[src/rtl/ram_fifo_pkg.sv]
// Shared constants and helpers for the RAM-backed FIFO controller.
package ram_fifo_pkg;

    localparam int DEF_WIDTH     = 8;
    localparam int DEF_DEPTH     = 16;
    localparam int DEF_ADDR_SIZE = 4;
    localparam int DEF_CNT_W     = DEF_ADDR_SIZE + 1;

    localparam logic PRIO_PUSH = 1'b0;
    localparam logic PRIO_POP  = 1'b1;

    // Pointer increment that wraps at depth-1, so DEPTH need not be a power of two
    function automatic logic [31:0] ptr_inc(input logic [31:0] ptr,
                                            input int depth);
        return (ptr == 32'(depth - 1)) ? 32'd0 : ptr + 32'd1;
    endfunction

endpackage

[src/rtl/ram_fifo_if.sv]
// Push/pop handshake and status bundle between a FIFO user and the controller.
interface ram_fifo_if
    import ram_fifo_pkg::*;
#(
    parameter int WIDTH     = DEF_WIDTH,
    parameter int ADDR_SIZE = DEF_ADDR_SIZE
) ();

    logic                 push_valid;
    logic [WIDTH-1:0]     push_data;
    logic                 push_ready;
    logic                 pop_req;
    logic                 pop_ready;
    logic [WIDTH-1:0]     pop_data;
    logic                 pop_data_valid;
    logic                 full;
    logic                 empty;
    logic [ADDR_SIZE:0]   count;

    modport master (
        output push_valid, push_data, pop_req,
        input  push_ready, pop_ready, pop_data, pop_data_valid,
        input  full, empty, count
    );

    modport slave (
        input  push_valid, push_data, pop_req,
        output push_ready, pop_ready, pop_data, pop_data_valid,
        output full, empty, count
    );

endinterface

[src/rtl/ram_fifo_arb.sv]
// Round-robin push/pop grant; the priority bit flips only on contended cycles.
module ram_fifo_arb
    import ram_fifo_pkg::*;
(
    input  logic clk,
    input  logic reset,
    input  logic push_valid,
    input  logic pop_req,
    input  logic full,
    input  logic empty,
    output logic push_ready,
    output logic pop_ready,
    output logic push_fire,
    output logic pop_fire
);

    logic prio;
    logic push_ok;
    logic pop_ok;

    assign push_ok    = push_valid & ~full;
    assign pop_ok     = pop_req & ~empty;
    assign push_ready = ~full & ~(pop_ok & (prio == PRIO_POP));
    assign pop_ready  = ~empty & ~(push_ok & (prio == PRIO_PUSH));
    assign push_fire  = push_valid & push_ready;
    assign pop_fire   = pop_req & pop_ready;

    // The granted side is always prio, so handing over means flipping it
    always_ff @(posedge clk) begin
        if (reset) begin
            prio <= PRIO_PUSH;
        end else if (push_ok & pop_ok) begin
            prio <= (prio == PRIO_PUSH) ? PRIO_POP : PRIO_PUSH;
        end
    end

endmodule

[src/rtl/ram_fifo_ctrl.sv]
// FIFO controller driving one synchronous dual-port RAM; never writes and
// reads the RAM in the same cycle.
module ram_fifo_ctrl
    import ram_fifo_pkg::*;
#(
    parameter int WIDTH     = DEF_WIDTH,
    parameter int DEPTH     = DEF_DEPTH,
    parameter int ADDR_SIZE = DEF_ADDR_SIZE
) (
    input  logic                 clk_in,
    input  logic                 reset,
    ram_fifo_if.slave            bus,
    output logic                 ram_we,
    output logic                 ram_re,
    output logic [ADDR_SIZE-1:0] ram_we_addr,
    output logic [ADDR_SIZE-1:0] ram_rd_addr,
    output logic [WIDTH-1:0]     ram_din,
    input  logic [WIDTH-1:0]     ram_dout
);

    localparam int CW = ADDR_SIZE + 1;

    logic [ADDR_SIZE-1:0] wr_ptr;
    logic [ADDR_SIZE-1:0] rd_ptr;
    logic [CW-1:0]        cnt;
    logic                 push_fire;
    logic                 pop_fire;
    logic                 rd_pend;

    assign bus.count = cnt;
    assign bus.full  = (cnt == CW'(DEPTH));
    assign bus.empty = (cnt == '0);

    ram_fifo_arb u_arb (
        .clk        (clk_in),
        .reset      (reset),
        .push_valid (bus.push_valid),
        .pop_req    (bus.pop_req),
        .full       (bus.full),
        .empty      (bus.empty),
        .push_ready (bus.push_ready),
        .pop_ready  (bus.pop_ready),
        .push_fire  (push_fire),
        .pop_fire   (pop_fire)
    );

    // rd_pend marks the cycle in which ram_dout carries the addressed word
    always_ff @(posedge clk_in) begin
        if (reset) begin
            wr_ptr             <= '0;
            rd_ptr             <= '0;
            cnt                <= '0;
            ram_we             <= 1'b0;
            ram_re             <= 1'b0;
            ram_we_addr        <= '0;
            ram_rd_addr        <= '0;
            ram_din            <= '0;
            rd_pend            <= 1'b0;
            bus.pop_data       <= '0;
            bus.pop_data_valid <= 1'b0;
        end else begin
            ram_we             <= push_fire;
            ram_re             <= pop_fire;
            rd_pend            <= ram_re;
            bus.pop_data_valid <= rd_pend;
            if (push_fire) begin
                ram_we_addr <= wr_ptr;
                ram_din     <= bus.push_data;
                wr_ptr      <= ADDR_SIZE'(ptr_inc(32'(wr_ptr), DEPTH));
            end
            if (pop_fire) begin
                ram_rd_addr <= rd_ptr;
                rd_ptr      <= ADDR_SIZE'(ptr_inc(32'(rd_ptr), DEPTH));
            end
            if (rd_pend) begin
                bus.pop_data <= ram_dout;
            end
            unique case (1'b1)
                push_fire: cnt <= cnt + CW'(1);
                pop_fire:  cnt <= cnt - CW'(1);
                default:   cnt <= cnt;
            endcase
        end
    end

endmodule
[src/flat_wrapper.sv]
// flat-port wrapper written by rule: the top's interface ports become plain ports
module ram_fifo_ctrl_flat import ram_fifo_pkg::*;
#(
    parameter int WIDTH     = DEF_WIDTH,
    parameter int DEPTH     = DEF_DEPTH,
    parameter int ADDR_SIZE = DEF_ADDR_SIZE
)
  (clk_in, reset, ram_we, ram_re, ram_we_addr, ram_rd_addr, ram_din, ram_dout, bus_push_valid, bus_push_data, bus_pop_req, bus_push_ready, bus_pop_ready, bus_pop_data, bus_pop_data_valid, bus_full, bus_empty, bus_count);
  ram_fifo_if #(.WIDTH(WIDTH), .ADDR_SIZE(ADDR_SIZE)) bus_i ();
  input  logic clk_in;
  input  logic reset;
  output logic ram_we;
  output logic ram_re;
  output logic [ADDR_SIZE-1:0] ram_we_addr;
  output logic [ADDR_SIZE-1:0] ram_rd_addr;
  output logic [WIDTH-1:0] ram_din;
  input  logic [WIDTH-1:0] ram_dout;
  input wire logic [$bits(bus_i.push_valid)-1:0] bus_push_valid;
  input wire logic [$bits(bus_i.push_data)-1:0] bus_push_data;
  input wire logic [$bits(bus_i.pop_req)-1:0] bus_pop_req;
  output wire logic [$bits(bus_i.push_ready)-1:0] bus_push_ready;
  output wire logic [$bits(bus_i.pop_ready)-1:0] bus_pop_ready;
  output wire logic [$bits(bus_i.pop_data)-1:0] bus_pop_data;
  output wire logic [$bits(bus_i.pop_data_valid)-1:0] bus_pop_data_valid;
  output wire logic [$bits(bus_i.full)-1:0] bus_full;
  output wire logic [$bits(bus_i.empty)-1:0] bus_empty;
  output wire logic [$bits(bus_i.count)-1:0] bus_count;
  assign bus_i.push_valid = bus_push_valid;
  assign bus_i.push_data = bus_push_data;
  assign bus_i.pop_req = bus_pop_req;
  assign bus_push_ready = bus_i.push_ready;
  assign bus_pop_ready = bus_i.pop_ready;
  assign bus_pop_data = bus_i.pop_data;
  assign bus_pop_data_valid = bus_i.pop_data_valid;
  assign bus_full = bus_i.full;
  assign bus_empty = bus_i.empty;
  assign bus_count = bus_i.count;
  ram_fifo_ctrl #(.WIDTH(WIDTH), .DEPTH(DEPTH), .ADDR_SIZE(ADDR_SIZE)) u_core (.clk_in(clk_in), .reset(reset), .bus(bus_i), .ram_we(ram_we), .ram_re(ram_re), .ram_we_addr(ram_we_addr), .ram_rd_addr(ram_rd_addr), .ram_din(ram_din), .ram_dout(ram_dout));
endmodule
[config.mk]
export PLATFORM = sky130hd
export DESIGN_NAME = ram_fifo_ctrl_flat
export DESIGN_NICKNAME = d
export VERILOG_FILES = /design/src/rtl/ram_fifo_pkg.sv /design/src/rtl/ram_fifo_if.sv /design/src/rtl/ram_fifo_arb.sv /design/src/rtl/ram_fifo_ctrl.sv /design/src/flat_wrapper.sv
export SDC_FILE = /design/constraint.sdc
export NUM_CORES = 1
export LEC_CHECK = 0
export ABC_AREA = 0
export CAP_MARGIN = 20
export CORE_ASPECT_RATIO = 0.5
export CORE_MARGIN = 2
export CORE_UTILIZATION = 49
export DETAILED_ROUTE_END_ITERATION = 8
export GPL_TIMING_DRIVEN = 0
export PLACE_DENSITY_LB_ADDON = 0.1
export SLEW_MARGIN = 20
export SYNTH_ARGS = -nofsm -noshare
export SYNTH_HDL_FRONTEND = slang
export SYNTH_HIERARCHICAL = 1
export SYNTH_SLANG_ARGS = --single-unit
export TNS_END_PERCENT = 5
[constraint.sdc]
create_clock -name clk_in -period 5.06 [get_ports clk_in]
set_input_delay 0.759 -clock clk_in [delete_from_list [all_inputs] [get_ports clk_in]]
set_output_delay 0.759 -clock clk_in [all_outputs]
set_load 0.01 [all_outputs]
==> impl_metrics.py <==
metrics = {
    "sta": {
        "post-route-min-period_ps": 3240,
        "finalMaxSlewViolations": 0,
        "relSlewSlack_pct": 66.3,
        "setup_violations": 0,
        "max_freq_mhz": 309,
        "period_share_pct": 64.0,
        "finalHoldViolCount": 0,
        "finalSetupTns_ps": 0,
        "tightest_slew_ps": 505,
        "rsz0062_at_grt": "no",
        "fin_skew_ps": 5.92,
    },
    "clock_tree": {
        "cts_tree": "built",
        "numClockSinks": 42,
        "h-tree-depth": 2,
        "clock_latency_ps": 280,
        "path_clk_slew_ps": 80,
        "clockRootBuffer": "clkbuf_8",
        "postCtsSetupBuffers": 0,
        "cts_resized": 0,
        "cts_hold_buf": 0,
        "numCtsBuffers": 5,
        "clockBufferDepth": 2,
    },
    "drt": {
        "postRouteAntennaNets": 0,
        "drt_iter0_markers": 47,
        "detail_route.first_pass.iterations": 4,
        "drc": 0,
        "via_per_inst": 5.14,
        "wl_per_cell_um": 13.6,
        "wl_mm": 4.01,
        "vias": 1510,
    },
    "final_layout": {
        "area_delta_synth_final_pct": 40.7,
        "nets": 269,
        "final_cell_area_um2": 2510,
        "drive_gt1_share_pct": 7.00,
        "diodes": 0,
        "fillerInstances": 307,
    },
    "critical_path": {
        "worstPathArrival_ps": 2480,
        "path_delay_family": "simple AND/OR/NAND/NOR gates",
        "reg2reg_depth": 8,
        "end_kind": "output pin",
        "cp_num_buf_inv": 1,
        "crit_path_start_kind": "register",
        "worst-path-max-fanout": 5,
        "r2r_end": "u_core/bus.count[4]$_SDFFE_PP0P_",
        "cpMaxStageDelayCell": "or4_1",
        "critPathKind": "register to output pin",
        "crit_cells": 5,
        "required_ps": 4300,
        "r2r_slack_ps": 2090,
        "critPathMaxStageDelay_ps": 580,
        "r2r-start": "u_core/bus.count[1]$_SDFFE_PP0P_",
        "path_cells": "or4_1, nor2_1, and2b_2, a21oi_1, clkdlybuf4s50_1",
    },
    "power": {
        "power.density_nw_per_um2": 463,
        "p_sw_w": 0.000382,
        "pwr-share-comb_pct": 40.5,
        "seqPwrFrac_pct": 36.7,
        "sw_frac_of_total_pct": 32.8,
        "pwr-share-clk_pct": 22.9,
        "irDropWorstVdd_v": 0.000220,
        "leakagePower_nw": 0.982,
        "p_int_w": 0.000782,
    },
    "yosys": {
        "synth-edff-count": 0,
        "ys.flop_type": "dfxtp_1",
        "synth_top_area_share_pct": 47.1,
        "seq_area_frac_synth_pct": 47.1,
        "synth_fp_nets": 207,
        "synth_seq_cells": 42,
        "synthTopCellsByCount": "dfxtp_1 (42), nor2_1 (37), mux2i_1 (26)",
        "ys_async_sr_fraction_pct": 0,
        "ys_types": 33,
        "synth.area.top_cells": "dfxtp_1 (47%), mux2i_1 (15%), nor2_1 (7.8%)",
        "syn_area_per_cell_um2": 9.87,
        "netlist.top_cell.by_area": "dfxtp_1",
        "syn_area_um2": 1790,
        "yosysMostFrequentCell": "dfxtp_1",
        "synth_cells": 181,
        "yosysWarningCount": 6,
    },
    "global_route": {
        "grt_max_degree": 13,
        "overflow": 0,
        "grt_pass1_wl_mm": 6.34,
        "grt_usage_pct": 20.4,
        "grt_pass1_vias": 1409,
        "antenna_found_initial": 0,
    },
    "worst_hold_path": {
        "min_from": "u_core/ram_re$_SDFF_PP0_",
        "hold_class": "register to register",
        "hold-path-endpoint": "u_core/rd_pend$_SDFF_PP0_",
        "min_path_cells": 1,
    },
    "placed_design": {
        "port_buffers": 55,
        "post_dp_cell_area_um2": 2400,
        "hpwl_mm": 2.91,
        "routabilityCongestion": 0.747,
    },
    "floorplan": {
        "die_y_um": 46.7,
        "start_util_pct": 51.7,
        "die_x_um": 89.4,
        "ios": 56,
        "die_area_um2": 4170,
        "rows": 15,
        "core_um2": 3450,
    },
    "job": {
        "max_cap_viol_count": 0,
    },
    "outcome": {
        "status": "complete, no violations",
    },
}
worst max path at each step:
| stage | start | to | slack [ps] |
|---|---|---|---|
| 3_3_place_gp | bus_pop_req | u_core/bus.count[4]$_SDFFE_PP0P_ | 2150 |
| 3_5_place_dp | bus_pop_req | u_core/bus.count[4]$_SDFFE_PP0P_ | 2110 |
| 2_1_floorplan | u_core/bus.count[1]$_SDFFE_PP0P_ | u_core/bus.count[4]$_SDFFE_PP0P_ | 2320 |
| 6_report | u_core/bus.count[1]$_SDFFE_PP0P_ | bus_push_ready | 1820 |
| 5_1_grt | u_core/bus.count[1]$_SDFFE_PP0P_ | bus_push_ready | 1760 |
| 4_1_cts | u_core/bus.count[1]$_SDFFE_PP0P_ | bus_push_ready | 1840 |
layout by cell type (no fill, tap or decap), types with 2 or more instances in the layout:
| cell | n |
|---|---|
| clkdlybuf4s50_1 | 55 |
| dfxtp_1 | 42 |
| nor2_1 | 37 |
| mux2i_1 | 26 |
| a21oi_1 | 10 |
| nor2b_1 | 7 |
| clkbuf_8 | 6 |
| nand3_1 | 6 |
| ha_1 | 5 |
| clkbuf_1 | 4 |
| xor2_1 | 4 |
| buf_2 | 4 |
| nand2_1 | 4 |
| nor3_1 | 4 |
| nand3b_1 | 3 |
| or3b_1 | 3 |
| buf_6 | 2 |
| nand2b_1 | 2 |
| a41oi_1 | 2 |
power by group through the flow:
| stage | Sequential, W | Combinational (W) | Clock, W |
|---|---|---|---|
| 6_report | 0.000427 | 0.000471 | 0.000266 |
| 5_1_grt | 0.000436 | 0.000509 | 0.000286 |
| 4_1_cts | 0.000427 | 0.000472 | 0.000272 |
| 3_5_place_dp | 0.000434 | 0.000464 | 0 |
| 3_3_place_gp | 0.000431 | 0.000451 | 0 |
| 2_1_floorplan | 0.000442 | 0.000267 | 0 |
registers in the layout (all words and copies together), names as in the netlist:
| signal | cells |
|---|---|
| u_core/bus.pop_data_valid | 1 |
| u_core/ram_we_addr | 4 |
| u_core/ram_rd_addr | 4 |
| u_core/ram_we | 1 |
| u_core/ram_re | 1 |
| u_core/rd_pend | 1 |
| u_core/ram_din | 8 |
| u_core/u_arb/prio | 1 |
| u_core/bus.count | 5 |
| u_core/rd_ptr | 4 |
| u_core/wr_ptr | 4 |
| u_core/bus.pop_data | 8 |
per-stage QoR:
step / std cells / setup slack [ps] / total power (W) / hold WS (ps) / util [%]
5_1_grt: 294 / 1760 / 0.00123 / 487 / 72.8
3_5_place_dp: 287 / 2110 / 0.000898 / 457 / 69.5
4_1_cts: 294 / 1840 / 0.00117 / 472 / 72.8
6_report: 294 / 1820 / 0.00116 / 469 / 72.8
2_1_floorplan: 181 / 2320 / 0.000709 / 492 / -
3_3_place_gp: 287 / 2150 / 0.000883 / 453 / 69.5
logic make-up after synthesis:
family          count (synthesis)  share of synthesized area [%]
compound gates                 18                           6.86
flops                          42                           47.1
fa+ha+maj                       6                           4.62
simple gates                   73                           20.9
mux                            27                           15.2
xor+xnor                        4                           1.96
buf+inv                        11                           3.43
worst reg2reg max path, stage by stage, from the launching register on:
cell and delay [ps]:
dfxtp_1 360, or4_1 580, nor2_1 340, nor3b_1 120
nor2b_1 410, ha_1 390, a21oi_1 190, a2111oi_0 110
or3_1 370
metal layers:
| metal | vias up | GRT usage (%) | wire length, um |
|---|---|---|---|
| li1 | 747 | - | - |
| met5 | - | 0 | 0 |
| met3 | 0 | 8.06 | 316 |
| met4 | 0 | 2.69 | 0 |
| met1 | 713 | 23.9 | 1800 |
| met2 | 50 | 37.3 | 1890 |
cell type report:
type	instances	area, um2	share of cell area (%)
sequential	42	841	33.4
clock buffer	6	82.6	3.29
inverter	1	3.75	0.149
multi-input combinational	128	885	35.2
timing repair buffer	55	551	21.9
clock inverter	1	30.0	1.19
buffer	10	57.6	2.29
tap	51	63.8	2.54
Power figures use the tool's default switching activity.
